### src/rtl/pipe_stage_reg_pkg.sv
`default_nettype none
// +--------------------------------------------------------------------------+
// | pipe_stage_reg_pkg : shared pipeline-stage types and boundary widths      |
// | Revision: 1.0                                                            |
// +--------------------------------------------------------------------------+
package pipe_stage_reg_pkg;

   typedef enum logic [1:0] {
      ST_EMPTY = 2'd0,
      ST_ONE   = 2'd1,
      ST_FULL  = 2'd2
   } pipe_state_e;

   // Memory->writeback boundary: result + dest number + dest value + SP.
   localparam int MW_CTRL_WIDTH = 5;
   localparam int MW_DATA_WIDTH = 16 + 3 + 4 + 4;

endpackage
`default_nettype wire

### src/rtl/pipe_stage_entry.sv
`default_nettype none
// +--------------------------------------------------------------------------+
// | pipe_stage_entry : one {valid, ctrl, data} storage slot                  |
// | Revision: 1.0                                                            |
// +--------------------------------------------------------------------------+
module pipe_stage_entry #(
   parameter int CTRL_WIDTH = 5,
   parameter int DATA_WIDTH = 32
) (
   input  logic                  clk,
   input  logic                  reset,
   input  logic                  load,
   input  logic                  clear,
   input  logic                  kill,
   input  logic [CTRL_WIDTH-1:0] ctrl_d,
   input  logic [DATA_WIDTH-1:0] data_d,
   output logic                  valid,
   output logic [CTRL_WIDTH-1:0] ctrl_q,
   output logic [DATA_WIDTH-1:0] data_q
);

   // clear zeroes ctrl (bubble = NOP); kill only drops valid; data is left stale.
   always_ff @(posedge clk or negedge reset) begin
      if (!reset) begin
         valid  <= 1'b0;
         ctrl_q <= '0;
         data_q <= '0;
      end else if (clear) begin
         valid  <= 1'b0;
         ctrl_q <= '0;
      end else if (load) begin
         valid  <= 1'b1;
         ctrl_q <= ctrl_d;
         data_q <= data_d;
      end else if (kill) begin
         valid  <= 1'b0;
      end
   end

endmodule
`default_nettype wire

### src/rtl/pipe_stage_reg.sv
`default_nettype none
// +--------------------------------------------------------------------------+
// | pipe_stage_reg : valid/ready pipeline register with skid entry and flush |
// | Revision: 1.0                                                            |
// +--------------------------------------------------------------------------+
module pipe_stage_reg
   import pipe_stage_reg_pkg::*;
#(
   parameter int CTRL_WIDTH = 5,
   parameter int DATA_WIDTH = 32
) (
   input  logic                  clk,
   input  logic                  reset,
   input  logic                  flush,
   input  logic                  in_valid,
   output logic                  in_ready,
   input  logic [CTRL_WIDTH-1:0] in_ctrl,
   input  logic [DATA_WIDTH-1:0] in_data,
   output logic                  out_valid,
   input  logic                  out_ready,
   output logic [CTRL_WIDTH-1:0] out_ctrl,
   output logic [DATA_WIDTH-1:0] out_data,
   output logic [1:0]            occupancy
);

   pipe_state_e           state;
   pipe_state_e           state_nxt;
   logic                  accept;
   logic                  consume;
   logic                  main_load;
   logic                  main_kill;
   logic                  main_from_skid;
   logic                  skid_load;
   logic                  skid_kill;
   logic                  main_valid;
   logic                  skid_valid;
   logic [CTRL_WIDTH-1:0] main_ctrl;
   logic [CTRL_WIDTH-1:0] skid_ctrl;
   logic [DATA_WIDTH-1:0] skid_data;
   logic [CTRL_WIDTH-1:0] main_ctrl_d;
   logic [DATA_WIDTH-1:0] main_data_d;

   assign in_ready  = (state != ST_FULL);
   assign accept    = in_valid & in_ready;
   assign consume   = main_valid & out_ready;
   assign out_valid = main_valid;
   assign out_ctrl  = main_valid ? main_ctrl : '0;
   assign occupancy = {1'b0, main_valid} + {1'b0, skid_valid};

   always_comb begin
      state_nxt      = state;
      main_load      = 1'b0;
      main_kill      = 1'b0;
      main_from_skid = 1'b0;
      skid_load      = 1'b0;
      skid_kill      = 1'b0;
      if (flush) begin
         state_nxt = ST_EMPTY;
      end else begin
         case (state)
            ST_EMPTY: begin
               if (accept) begin
                  main_load = 1'b1;
                  state_nxt = ST_ONE;
               end
            end
            ST_ONE: begin
               if (accept && consume) begin
                  main_load = 1'b1;
               end else if (accept) begin
                  skid_load = 1'b1;
                  state_nxt = ST_FULL;
               end else if (consume) begin
                  main_kill = 1'b1;
                  state_nxt = ST_EMPTY;
               end
            end
            ST_FULL: begin
               if (consume) begin
                  main_load      = 1'b1;
                  main_from_skid = 1'b1;
                  skid_kill      = 1'b1;
                  state_nxt      = ST_ONE;
               end
            end
            default: state_nxt = ST_EMPTY;
         endcase
      end
   end

   assign main_ctrl_d = main_from_skid ? skid_ctrl : in_ctrl;
   assign main_data_d = main_from_skid ? skid_data : in_data;

   always_ff @(posedge clk or negedge reset) begin
      if (!reset) state <= ST_EMPTY;
      else        state <= state_nxt;
   end

   pipe_stage_entry #(
      .CTRL_WIDTH (CTRL_WIDTH),
      .DATA_WIDTH (DATA_WIDTH)
   ) u_main (
      .clk    (clk),
      .reset  (reset),
      .load   (main_load),
      .clear  (flush),
      .kill   (main_kill),
      .ctrl_d (main_ctrl_d),
      .data_d (main_data_d),
      .valid  (main_valid),
      .ctrl_q (main_ctrl),
      .data_q (out_data)
   );

   pipe_stage_entry #(
      .CTRL_WIDTH (CTRL_WIDTH),
      .DATA_WIDTH (DATA_WIDTH)
   ) u_skid (
      .clk    (clk),
      .reset  (reset),
      .load   (skid_load),
      .clear  (flush),
      .kill   (skid_kill),
      .ctrl_d (in_ctrl),
      .data_d (in_data),
      .valid  (skid_valid),
      .ctrl_q (skid_ctrl),
      .data_q (skid_data)
   );

endmodule
`default_nettype wire

### config.mk
export PLATFORM = sky130hd
export DESIGN_NAME = pipe_stage_reg
export DESIGN_NICKNAME = d
export VERILOG_FILES = /design/src/rtl/pipe_stage_reg_pkg.sv /design/src/rtl/pipe_stage_entry.sv /design/src/rtl/pipe_stage_reg.sv
export SDC_FILE = /design/constraint.sdc
export NUM_CORES = 1
export LEC_CHECK = 0
export BUFFER_PORTS_ARGS = -buffer_cell sky130_fd_sc_hd__clkbuf_2
export CAP_MARGIN = 0
export CORE_UTILIZATION = 49
export DETAILED_ROUTE_END_ITERATION = 8
export PLACE_DENSITY = 0.79
export SKIP_LAST_GASP = 1
export SYNTH_ARGS = -nofsm -noshare
export SYNTH_HDL_FRONTEND = slang
export SYNTH_HIERARCHICAL = 1
export SYNTH_SLANG_ARGS = --single-unit
### constraint.sdc
create_clock -name clk -period 2 [get_ports clk]
set_input_delay 0.2 -clock clk [delete_from_list [all_inputs] [get_ports clk]]
set_output_delay 0.2 -clock clk [all_outputs]
set_load 0.05 [all_outputs]
Yosys cells after proc, flatten, opt, wreduce, memory -nomap -nowiden
Cells that the tools add are included.

Flip-flop bits (word level): 78. Output and inout bits: 41. Logic and storage cells: 61.

Add/subtract/negate cells: 1. Equality and inequality tests: 7. Muxes and demuxes: 34. Bitwise operators: 3. Reductions and logical operators: 9.

Operators by type and width (number): 32-bit 2-to-1 mux (1); 5-bit 2-to-1 mux (6); 1-bit 2-to-1 mux (19); 2-bit 2-to-1 mux (6); 3-bit != test (second input constant) (3); 2-bit one-hot mux with 3 select lines (1); 3-bit nonzero test (2); 4-bit != test (second input constant) (1); 2-bit AND reduction (2); 4-bit AND reduction (1); 2-bit nonzero test (2); 1-bit one-hot mux with 3 select lines (1); 1-bit by 1-bit adder with 2-bit output (1); 1-bit AND (2); 2-bit by 1-bit == test with 1-bit output (second input constant) (1); 2-bit == test (second input constant) (1); 2-bit logical NOT (1); 2-bit != test (second input constant) (1); 1-bit logical AND (1); 1-bit inverter (1).

Depth between registers and ports, before layout
Gate-level depths: netlist of the first run.

Depth after elaboration: 9. Mapped depth: 8. Depth with buffers taken out: 6.

Cells and area by module
Netlist of the first run, hierarchy kept.

By module, submodules not included: pipe_stage_entry (times used 2, cells an instance 89, area each 1604.0 µm², seq. area each 950.9 µm²); pipe_stage_reg (times used 1, cells an instance 68, area each 765.7 µm², seq. area each 50.0 µm²).

Least setup slack after synthesis of the first run
OpenSTA, ideal clock, no wires.

Path kind: reg-to-reg. From: reg u_main.valid. To: reg u_main.data_q[0]. Setup time: 0.125 ns. Arrival: 2.176 ns. Data required time: 1.875 ns. Setup slack: -0.301 ns. Stages on the path, launching flop included: 9. Path buffers: 3. Path through: dfrtp_1 nand2_1 o21bai_1 a21oi_1 buf_6 nor2b_4 buf_6 buf_12 mux2_4.

Word-level cells in the longest chain between the ends: 6.

Ends and longest elaborated chain: from (decl) (line pipe_stage_entry.sv:17) `output logic valid,`; from (signal assigned) (line pipe_stage_entry.sv:25) `valid <= 1'b0;`; from (signal assigned) (line pipe_stage_entry.sv:29) `valid <= 1'b0;`; from (signal assigned) (line pipe_stage_entry.sv:32) `valid <= 1'b1;`; 1-bit AND (*) (line pipe_stage_reg.sv:45) `assign consume = main_valid & out_ready;`; 1-bit logical AND (line pipe_stage_reg.sv:68) `if (accept && consume) begin`; 1-bit 2-to-1 mux (line pipe_stage_reg.sv:68); 1-bit one-hot mux with 3 select lines (*) (line pipe_stage_reg.sv:60) `case (state)`; 1-bit 2-to-1 mux (*) (line pipe_stage_reg.sv:57) `if (flush) begin`; net main_load (line pipe_stage_reg.sv:30) `logic main_load;`; 2-bit AND reduction (no source line) (*); to (signal assigned) (line pipe_stage_entry.sv:34) `data_q <= data_d;`; to (decl) (line pipe_stage_entry.sv:19) `output logic [DATA_WIDTH-1:0] data_q`.

Mark *: on every way through the listed nets, which the timed path passes. The rest lies on a longest branch. A chain may end at the register's enable or synchronous reset.

Final worst setup path of the first run
From: reg state[1]. To: reg u_main.data_q[29].

RTL lines: from (decl) (line pipe_stage_reg.sv:26) `pipe_state_e state;`; from (signal assigned) (line pipe_stage_reg.sv:96) `else state <= state_nxt;`; 2-bit == test (line pipe_stage_reg.sv:60); 1-bit 2-to-1 mux (line pipe_stage_reg.sv:60); 1-bit 2-to-1 mux (line pipe_stage_reg.sv:57); 32-bit 2-to-1 mux (line pipe_stage_reg.sv:92) `assign main_data_d = main_from_skid ? skid_data : in_data;`; net main_data_d[29] (line pipe_stage_reg.sv:41) `logic [DATA_WIDTH-1:0] main_data_d;`.

The timed path passes the listed nets, and every way through them passes these cells.

==> metrics.yaml, run 1 <==
status: "completed"
grt_util_met3_pct: 5.556
cpMaxStageDelayCell: "dfrtp_1"
power_leakage_nw: 2.263
powerDensity_mw_per_mm2: 1135
antenna_cells: 0
slew_headroom_pct: 70.46
min-delay-path-class: "input pin to register"
cp_top_family: "multiplexers"
dr.pass1.iters: 5
overflow: 0
critical-path-max-stage-delay_ps: 420
pin_count: 83
hold_viol: 0
criticalPathCategory: "register to register"
netlist_instances: 246
critical_path_required_ps: 2240
ys.warnings.count: 6
finalSetupViolations: 0
max-vdd-ir-drop_uv: 882.7
initial_core_util_pct: 51.16
insertion_delay_ps: 350
portBuffers: 82
grt_pass1_vias: 2370
via_per_inst: 5.112
grt_most_used_layer: "met2"
dieHeight_um: 92.06
total_power_mw: 5.343
core_sq_mm: 0.007767
synth_common_cells: "79 x mux2_4, 78 x dfrtp_1, 22 x mux2_2"
fin_util_pct: 60.58
fmax_mhz: 525.3
syn-mean-instance-area_sq_um: 16.15
post-cts-setup-buffer-count: 0
worst_ep_arrival_time_ps: 2140
grtUsageMet1_pct: 24.77
post-route-period-util_pct: 95.19
tightest_slew_ps: 443.2
synth_largest_area_cell: "dfrtp_1"
drive_gt1_share_pct: 64.24
worstSetupEndpointType: "register"
cpMostUsedCell: "mux2_2"
die_w_um: 92.06
die_area_sq_mm: 0.008474
rsz0062_at_grt: "false"
whs_ps: 73.40
cts_max_path_buffers: 2
crit_path_start_kind: "register"
synth_top_area_share_pct: 49.12
synth-async-reset-ratio_pct: 100.0
synth-edff-count: 0
final_antenna_net_count: 0
grt_use_met2_pct: 29.66
drc: 0
nFillCells: 635
drt_iter0_markers: 33
synth_fp_nets: 289
synth-seq-area-share_pct: 49.12
synth_seq_cells: 78
grt_pass1_wl_um: 12090
vias: 2280
grt_max_degree: 34
skew_ps: 9.496
crit_fanout: 25
cp_cell_sequence: "nor2b_4, inv_2, nor3_4, buf_12, mux2_2, mux2_2"
synth.distinct_cells: 23
nets: 382
clock-root-buffer: "clkbuf_8"
htreeDepth: 3
slew_violations: 0
max_cap_violations: 0
synthTopCellsByArea: "dfrtp_1 49%, mux2_4 30%, mux2_2 6.2%, buf_12 4.0%, mux2i_1 2.5%"
cts_buffers: 9
antenna_found_initial: 0
cts_tree: "done"
synth.most_common_cell: "mux2_4"
period_minus_slack_ps: 1904
cts.clk_slew.worst_paths_ps: 80
hpwl_um: 5016
netlist_area_sq_mm: 0.003974
wl_per_cell_um: 16.63
routed_wl_um: 7416
gp_congestion: 0.8109
synthToLayoutAreaGrowth_pct: 18.42
clock_sink_count: 78
final.setup.tns_ps: 0
grt_use_total_pct: 18.73
cp.buffers_inverters: 2
synth_ff_type: "dfrtp_1"
std_cell_rows: 32
-- registers in the layout (all words and copies together), names as in the netlist --
register	count
u_skid/data_q	32
u_skid/ctrl_q	5
state	2
u_main/data_q	32
u_main/valid	1
u_main/ctrl_q	5
u_skid/valid	1
-- kinds of logic (layout without fill, tap and decap cells) --
family	count (synthesis)	after routing	share of synthesized area, %
mux	111	111	38.60
flops	78	78	49.12
simple gates	31	31	4.881
buf+inv	17	115	5.919
compound gates	8	8	1.165
fa+ha+maj	1	1	0.3148
-- repair_timing --
item / 4_1_cts / 5_1_grt
resized for setup: 0 / 1
hold buffers: 1 / 0
endpoints found under the setup margin: 0 / 2
endpoints found under the hold margin: 30 / 0
-- path summary, 6_finish.rpt --
path | startpoint | to | slack [ps] | cells after the start
setup / recovery | state[1] | u_main/data_q[29] | 100 | 6
hold / removal | out_ready | state[1] | 70 | 2
setup reg to reg | state[1] | u_main/data_q[29] | 100 | 6
hold reg to reg | u_skid/data_q[30] | u_skid/data_q[30] | 510 | 1
max in group asynchronous | reset | u_main/data_q[13] | 1030 | 3
min in group asynchronous | reset | u_main/data_q[12] | 330 | 2
-- cell type report --
type	instances	area, sq um	area share, %
Tap cell	102	127.6	2.712
Inverter	3	11.26	0.2393
Multi-Input combinational cell	151	1797	38.18
Sequential cell	78	1953	41.50
Timing Repair Buffer	96	595.6	12.66
Clock buffer	9	123.9	2.632
Clock inverter	7	97.59	2.074
-- routing by layer --
| metal | vias to the layer above | wire (um) |
|---|---|---|
| li1 | 1043 | - |
| met1 | 1163 | 3451 |
| met2 | 67 | 3569 |
| met3 | 7 | 322 |
| met4 | 0 | 73 |
| met5 | - | 0 |
-- cells in the final DEF, fill, tap and decap left out, drive strengths merged --
cell type,n
mux2,101
clkbuf,90
dfrtp,78
buf,14
nor2,11
mux2i,10
nor2b,6
and2,5
a21oi,5
nand2b,4
inv,4
clkinvlp,2
bufinv,2
nand2,2
clkinv,2
nor3,1
nor4,1
o21bai,1
a211oi,1
or2,1
o22ai,1
ha,1
dlygate4sd3,1
-- through the flow --
stage | setup slack, ps | std cells | instance area, sq um
2_1_floorplan | 20.25 | 246 | 3983
3_3_place_gp | 165.6 | 429 | 4472
3_5_place_dp | 103.7 | 429 | 4472
4_1_cts | 91.60 | 446 | 4703
5_1_grt | 6.282 | 446 | 4706
6_report | 96.15 | 446 | 4706
-- power by group --
part           leakage (nW)  internal (mW)  switching [mW]
sequential            0.967           2.00           0.249
combinational          1.19          0.761            1.02
clock                 0.106          0.707           0.613
total                  2.26           3.46            1.88
Power figures use the tool's default switching activity.
==> run 2: changes to the inputs <==
--- a/config.mk
+++ b/config.mk
@@ -9,6 +9,7 @@
 export CAP_MARGIN = 0
 export CORE_UTILIZATION = 49
 export DETAILED_ROUTE_END_ITERATION = 8
+export MAX_ROUTING_LAYER = met4
 export PLACE_DENSITY = 0.79
 export SKIP_LAST_GASP = 1
 export SYNTH_ARGS = -nofsm -noshare
==> run 2 against run 1 <==
  * Setup slack improved by 6.0 ps
  * Combinational power barely moved
  * Clock power barely moved
  * Flip-flop and latch count did not move
  * Final cell count did not move
  * Clock skew rose by 1.3 ps
  * Sequential power barely moved
  * Via count fell by 0.66%
  * Global-route usage rose by 0.56 points
  * Routed wire length fell by 0.77%
  * Highest routed layer unchanged
==> metrics.yaml, run 2 (synthesis results as in run 1) <==
htreeDepth: 3  # unchanged
worstSetupEndpointType: "register"
gp_congestion: 0.8229  # +1.5%
drive_gt1_share_pct: 64.24  # unchanged
overflow: 0  # unchanged
grt_pass1_wl_um: 12140  # +0.41%
worst_ep_arrival_time_ps: 2140  # about the same
powerDensity_mw_per_mm2: 1134  # -0.12%
drt_iter0_markers: 32  # -3.0%
dr.pass1.iters: 6  # +1
nets: 382  # unchanged
whs_path_depth: 2  # unchanged
max-vdd-ir-drop_uv: 881.7  # -0.11%
post-route-period-util_pct: 94.89  # -0.30 points
insertion_delay_ps: 350  # about the same
core_sq_mm: 0.007767  # unchanged
tightest_slew_ps: 442.4  # -0.7699 ps
via_per_inst: 5.078  # -0.66%
grt_pass1_vias: 2364  # -0.25%
critical_path_required_ps: 2240  # about the same
drc: 0  # unchanged
post-cts-setup-buffer-count: 0  # unchanged
antenna_found_initial: 0  # unchanged
final_common_cell: "clkbuf_2"
top_layer: "met4"
grt_max_degree: 34  # unchanged
period_minus_slack_ps: 1898  # -5.976 ps
slew_violations: 0  # unchanged
min-delay-path-class: "input pin to register"
portBuffers: 82  # unchanged
hpwl_um: 5016  # unchanged
std_cell_rows: 32  # unchanged
vias: 2265  # -0.66%
status: "completed"
cts_max_path_buffers: 2  # unchanged
synthToLayoutAreaGrowth_pct: 18.42  # unchanged
met1_length_um: 3415  # -1.0%
routed_wl_um: 7359  # -0.77%
r2r.worst_path.cells: 6  # unchanged
cts_tree: "done"
mostFrequentLayoutCells: "81 x clkbuf_2, 79 x mux2_4, 77 x dfrtp_1"
total_power_mw: 5.337  # -0.12%
die_area_sq_mm: 0.008474  # unchanged
criticalPathCategory: "register to register"
clock_sink_count: 78  # unchanged
die_w_um: 92.06  # unchanged
skew_ps: 10.79  # +1.297 ps
cts.clk_slew.worst_paths_ps: 80  # about the same
final_antenna_net_count: 0  # unchanged
power_leakage_nw: 2.263  # unchanged
finalSetupViolations: 0  # unchanged
fmax_mhz: 526.9  # +0.31%
slew_headroom_pct: 70.51  # about the same
wl_met3_um: 289  # -10%
cts_buffers: 9  # unchanged
rsz0062_at_grt: "false"
max_cap_violations: 0  # unchanged
final.setup.tns_ps: 0  # unchanged
crit_fanout: 25  # unchanged
hold_viol: 0  # unchanged
crit_path_start_kind: "register"
dieHeight_um: 92.06  # unchanged
clock-root-buffer: "clkbuf_8"
grt_use_total_pct: 19.29  # +0.56 points
wl_per_cell_um: 16.50  # -0.77%
pin_count: 83  # unchanged
top_regs: "u_main/data_q: 32 flops, u_skid/data_q: 32 flops"
initial_core_util_pct: 51.16  # unchanged
wl_met2_um: 3576  # +0.20%
antenna_cells: 0  # unchanged
-- run 2: cell type report --
type / instances / area [sq um]
timing repair buffer: 96 / 595.6
clock inverter: 7 / 97.59
clock buffer: 9 / 123.9
inverter: 3 / 11.26
fill: 635 / 3062
sequential: 78 / 1953
multi-input combinational: 151 / 1797
tap: 102 / 127.6
-- run 2: final timing paths --
| path | start | to | slack (ps) |
|---|---|---|---|
| min reg2reg | u_skid/data_q[30] | u_skid/data_q[30] | 510 |
| min in group asynchronous | reset | u_main/data_q[12] | 330 |
| max | state[0] | u_main/data_q[29] | 100 |
| min | out_ready | state[1] | 80 |
| max reg2reg | state[0] | u_main/data_q[29] | 100 |
| max in group asynchronous | reset | u_main/data_q[13] | 1030 |
-- run 2: stage by stage --
stage               hold slack (ps)  setup WS, ps  instance area, sq um  cells  utilization (%)
finish                        75.97         102.1                  4706    446            60.58
global route                  71.20         6.405                  4706    446            60.58
CTS                           59.70         91.60                  4703    446            60.55
detailed placement            172.9         103.7                  4472    429            57.57
global placement              164.5         165.6                  4472    429            57.57
floorplan                    -95.59         20.25                  3983    246                -
-- run 2: power by group --
part	total (mW)	switching [mW]	internal [mW]
Clock	1.31	0.608	0.707
Combinational	1.78	1.02	0.761
Sequential	2.24	0.249	2.00
Total	5.34	1.87	3.46
-- run 2: routing by layer --
metal  up-vias  global-route usage, %
met5         -                      -
met4         0                  5.729
met3         7                  5.556
met2        61                  29.85
met1      1154                  24.66
li1       1043                      -
-- run 2: repair_timing --
| action | in CTS | in global routing |
|---|---|---|
| hold endpoints to repair | 30 | 0 |
| resized for setup | 0 | 1 |
| setup endpoints to repair | 0 | 2 |
| hold buffers | 1 | 0 |
-- run 2: critical path: stages (launching register included) --
cell and delay [ps]:
dfrtp_1 450, nor2b_4 160, inv_2 60, nor3_4 260
buf_12 240, mux2_2 360, mux2_2 260
==> run 3: changes to the inputs <==
--- a/config.mk
+++ b/config.mk
@@ -7,12 +7,11 @@
 export LEC_CHECK = 0
 export BUFFER_PORTS_ARGS = -buffer_cell sky130_fd_sc_hd__clkbuf_2
 export CAP_MARGIN = 0
-export CORE_UTILIZATION = 49
+export CORE_UTILIZATION = 48
 export DETAILED_ROUTE_END_ITERATION = 8
 export MAX_ROUTING_LAYER = met4
-export PLACE_DENSITY = 0.79
+export PLACE_DENSITY = 0.78
 export SKIP_LAST_GASP = 1
 export SYNTH_ARGS = -nofsm -noshare
 export SYNTH_HDL_FRONTEND = slang
-export SYNTH_HIERARCHICAL = 1
 export SYNTH_SLANG_ARGS = --single-unit
==> run 3 against run 2 <==
  * Flip-flop and latch count is the same
  * Register-to-register slack is essentially flat
  * Worst hold slack lost 25 ps
  * Critical path type unchanged
  * Setup slack lost 13 ps
  * Synthesized cell count grew 22%
  * Global-route usage grew 1.9 points
  * Critical endpoint is now u_main.data_q[29]
==> metrics.yaml, run 3 <==
die_w_um: 87.30  # -5.2%
worst_ep_arrival_time_ps: 2140  # about the same
netlist_area_sq_mm: 0.003492  # -12%
nets: 432  # +13%
die_area_sq_mm: 0.007620  # -10%
skew_ps: 9.828  # -0.9649 ps
powerDensity_mw_per_mm2: 1156  # +1.9%
dr.pass1.iters: 4  # -2
criticalPathCategory: "register to register"
cts_buffers: 9  # unchanged
slew_violations: 0  # unchanged
synth.most_common_cell: "nand2_1"
drt_iter0_markers: 70  # +120%
fmax_mhz: 523.3  # -0.68%
max_cap_violations: 0  # unchanged
hpwl_um: 4798  # -4.3%
cts_tree: "done"
synth-seq-area-share_pct: 55.89  # +6.8 points
overflow: 0  # unchanged
dp.cells: 473  # +10%
syn-mean-instance-area_sq_um: 11.60  # -28%
cts.clk_slew.worst_paths_ps: 80  # about the same
ys.warnings.count: 0  # -6
finalSetupViolations: 0  # unchanged
synth_fp_nets: 344  # +19%
drc: 0  # unchanged
stdcell_area_sq_mm: 0.004308  # -8.5%
clock_sink_count: 78  # unchanged
core_sq_mm: 0.006907  # -11%
initial_core_util_pct: 50.56  # -0.60 points
max-vdd-ir-drop_uv: 645.4  # -27%
synth_ff_type: "dfrtp_1"
grt_pass1_wl_um: 11860  # -2.3%
grt_use_total_pct: 21.19  # +1.9 points
worstSetupEndpointType: "register"
tightest_slew_ps: 598.4  # +156.0 ps
cp_cell_sequence: "nor2b_2, inv_4, nor3_4, buf_12, mux2_2, mux2_1"
grt_pass1_vias: 2614  # +11%
synth_seq_cells: 78  # unchanged
critical-path-max-stage-delay_ps: 440  # about the same
vias: 2505  # +11%
wl_per_cell_um: 14.21  # -14%
cp_top_family: "multiplexers"
crit_path_start_kind: "register"
synth.distinct_cells: 28  # +22%
portBuffers: 82  # unchanged
top_regs: "u_main.data_q: 32 flops, u_skid.data_q: 32 flops"
antenna_cells: 0  # unchanged
final_antenna_net_count: 0  # unchanged
grt_max_degree: 41  # +21%
power_leakage_nw: 2.160  # -4.6%
cts_max_path_buffers: 2  # unchanged
antenna_found_initial: 0  # unchanged
synth-edff-count: 0  # unchanged
netlist_instances: 301  # +22%
std_cell_rows: 30  # -6.3%
synth_largest_area_cell: "dfrtp_1"
synth_top_area_share_pct: 55.89  # +6.8 points
cp.buffers_inverters: 2  # unchanged
synthToLayoutAreaGrowth_pct: 23.36
hold_viol: 0  # unchanged
period_minus_slack_ps: 1911  # +13.01 ps
insertion_delay_ps: 350  # about the same
synth_common_cells: "99 x nand2_1, 78 x dfrtp_1, 64 x mux2_2"
drive_gt1_share_pct: 45.69  # -19 points
synthTopCellsByArea: "dfrtp_1 56%, mux2_2 21%, nand2_1 11%, a22o_1 2.5%, mux2_1 1.6%"
cpMaxStageDelayCell: "dfrtp_1"
total_power_mw: 4.979  # -6.7%
htreeDepth: 3  # unchanged
slew_headroom_pct: 59.92  # -11 points
min-delay-path-class: "input pin to register"
final_cells: 490  # +9.9%
pin_count: 83  # unchanged
post-route-period-util_pct: 95.54  # +0.65 points
routed_wl_um: 6962  # -5.4%
rsz0062_at_grt: "false"
critical_path_required_ps: 2230  # about the same
mostFrequentLayoutCells: "98 x nand2_1, 81 x clkbuf_2, 77 x dfrtp_1"
gp_congestion: 0.7844  # -4.7%
crit_fanout: 19  # -24%
via_per_inst: 5.112  # +0.66%
synth-async-reset-ratio_pct: 100.0  # unchanged
place_area_sq_mm: 0.004079  # -8.8%
clock-root-buffer: "clkbuf_8"
fin_util_pct: 62.37  # +1.8 points
dieHeight_um: 87.30  # -5.2%
status: "completed"
final_common_cell: "nand2_1"
final.setup.tns_ps: 0  # unchanged
[run 3: per-layer routing]
metal  wire (um)  vias to the layer above  track usage [%]
li1            -                     1185                -
met4         133                        0            10.58
met2        3414                       62            34.80
met3         343                       13            4.834
met5           0                        -                -
met1        3070                     1245            24.45
[run 3: kinds of logic (layout without fill, tap and decap cells)]
kind of cell	Yosys count	count (layout)	synth area share (%)
compound gates	20	20	4.550
fa+ha+maj	1	1	0.3582
buf+inv	18	111	2.830
flops	78	78	55.89
mux	70	70	22.54
simple gates	114	114	13.83
[run 3: final cells by class]
| cell class | count | area (sq um) |
|---|---|---|
| Tap cell | 96 | 120.1 |
| Fill cell | 585 | 2599 |
| Sequential cell | 78 | 1953 |
| Clock buffer | 13 | 178.9 |
| Clock inverter | 3 | 40.04 |
| Multi-Input combinational cell | 205 | 1458 |
| Timing Repair Buffer | 93 | 548.0 |
| Inverter | 2 | 10.01 |
[run 3: stage by stage]
| stage | worst slack (ps) | hold slack (ps) |
|---|---|---|
| after global placement | 152.5 | 208.3 |
| after floorplan | 4.875 | -95.59 |
| after CTS | 84.38 | 37.49 |
| final | 89.12 | 51.41 |
| after detailed placement | 114.6 | 210.7 |
| after global routing | 15.90 | 50.99 |
[run 3: path summary, 6_finish.rpt]
path	from	endpoint	slack, ps	cells after the start
max	state[0]	u_main.data_q[29]	90	6
min	in_data[16]	u_skid.data_q[16]	50	3
max reg2reg	state[0]	u_main.data_q[29]	90	6
min reg2reg	u_skid.data_q[10]	u_skid.data_q[10]	480	2
max in group asynchronous	reset	u_skid.data_q[11]	1050	3
min in group asynchronous	reset	u_main.data_q[27]	360	2
[run 3: worst register-to-register path, delay by kind of cell, from the launching register on]
kind	cells	cell delay, ps
buffers and inverters	2	260
DFF	1	440
and+or+nand+nor	2	450
muxes	2	640
[run 3: repair_timing]
action	CTS	global route
setup buffers	0	0
hold buffers	1	0
resized for setup	0	0
endpoints found under the hold margin	39	0
[run 3: power breakdown]
| part | total (mW) | internal [mW] | switching, mW |
|---|---|---|---|
| Combinational | 1.51 | 0.462 | 1.05 |
| Clock | 1.26 | 0.709 | 0.552 |
| Sequential | 2.21 | 1.99 | 0.218 |
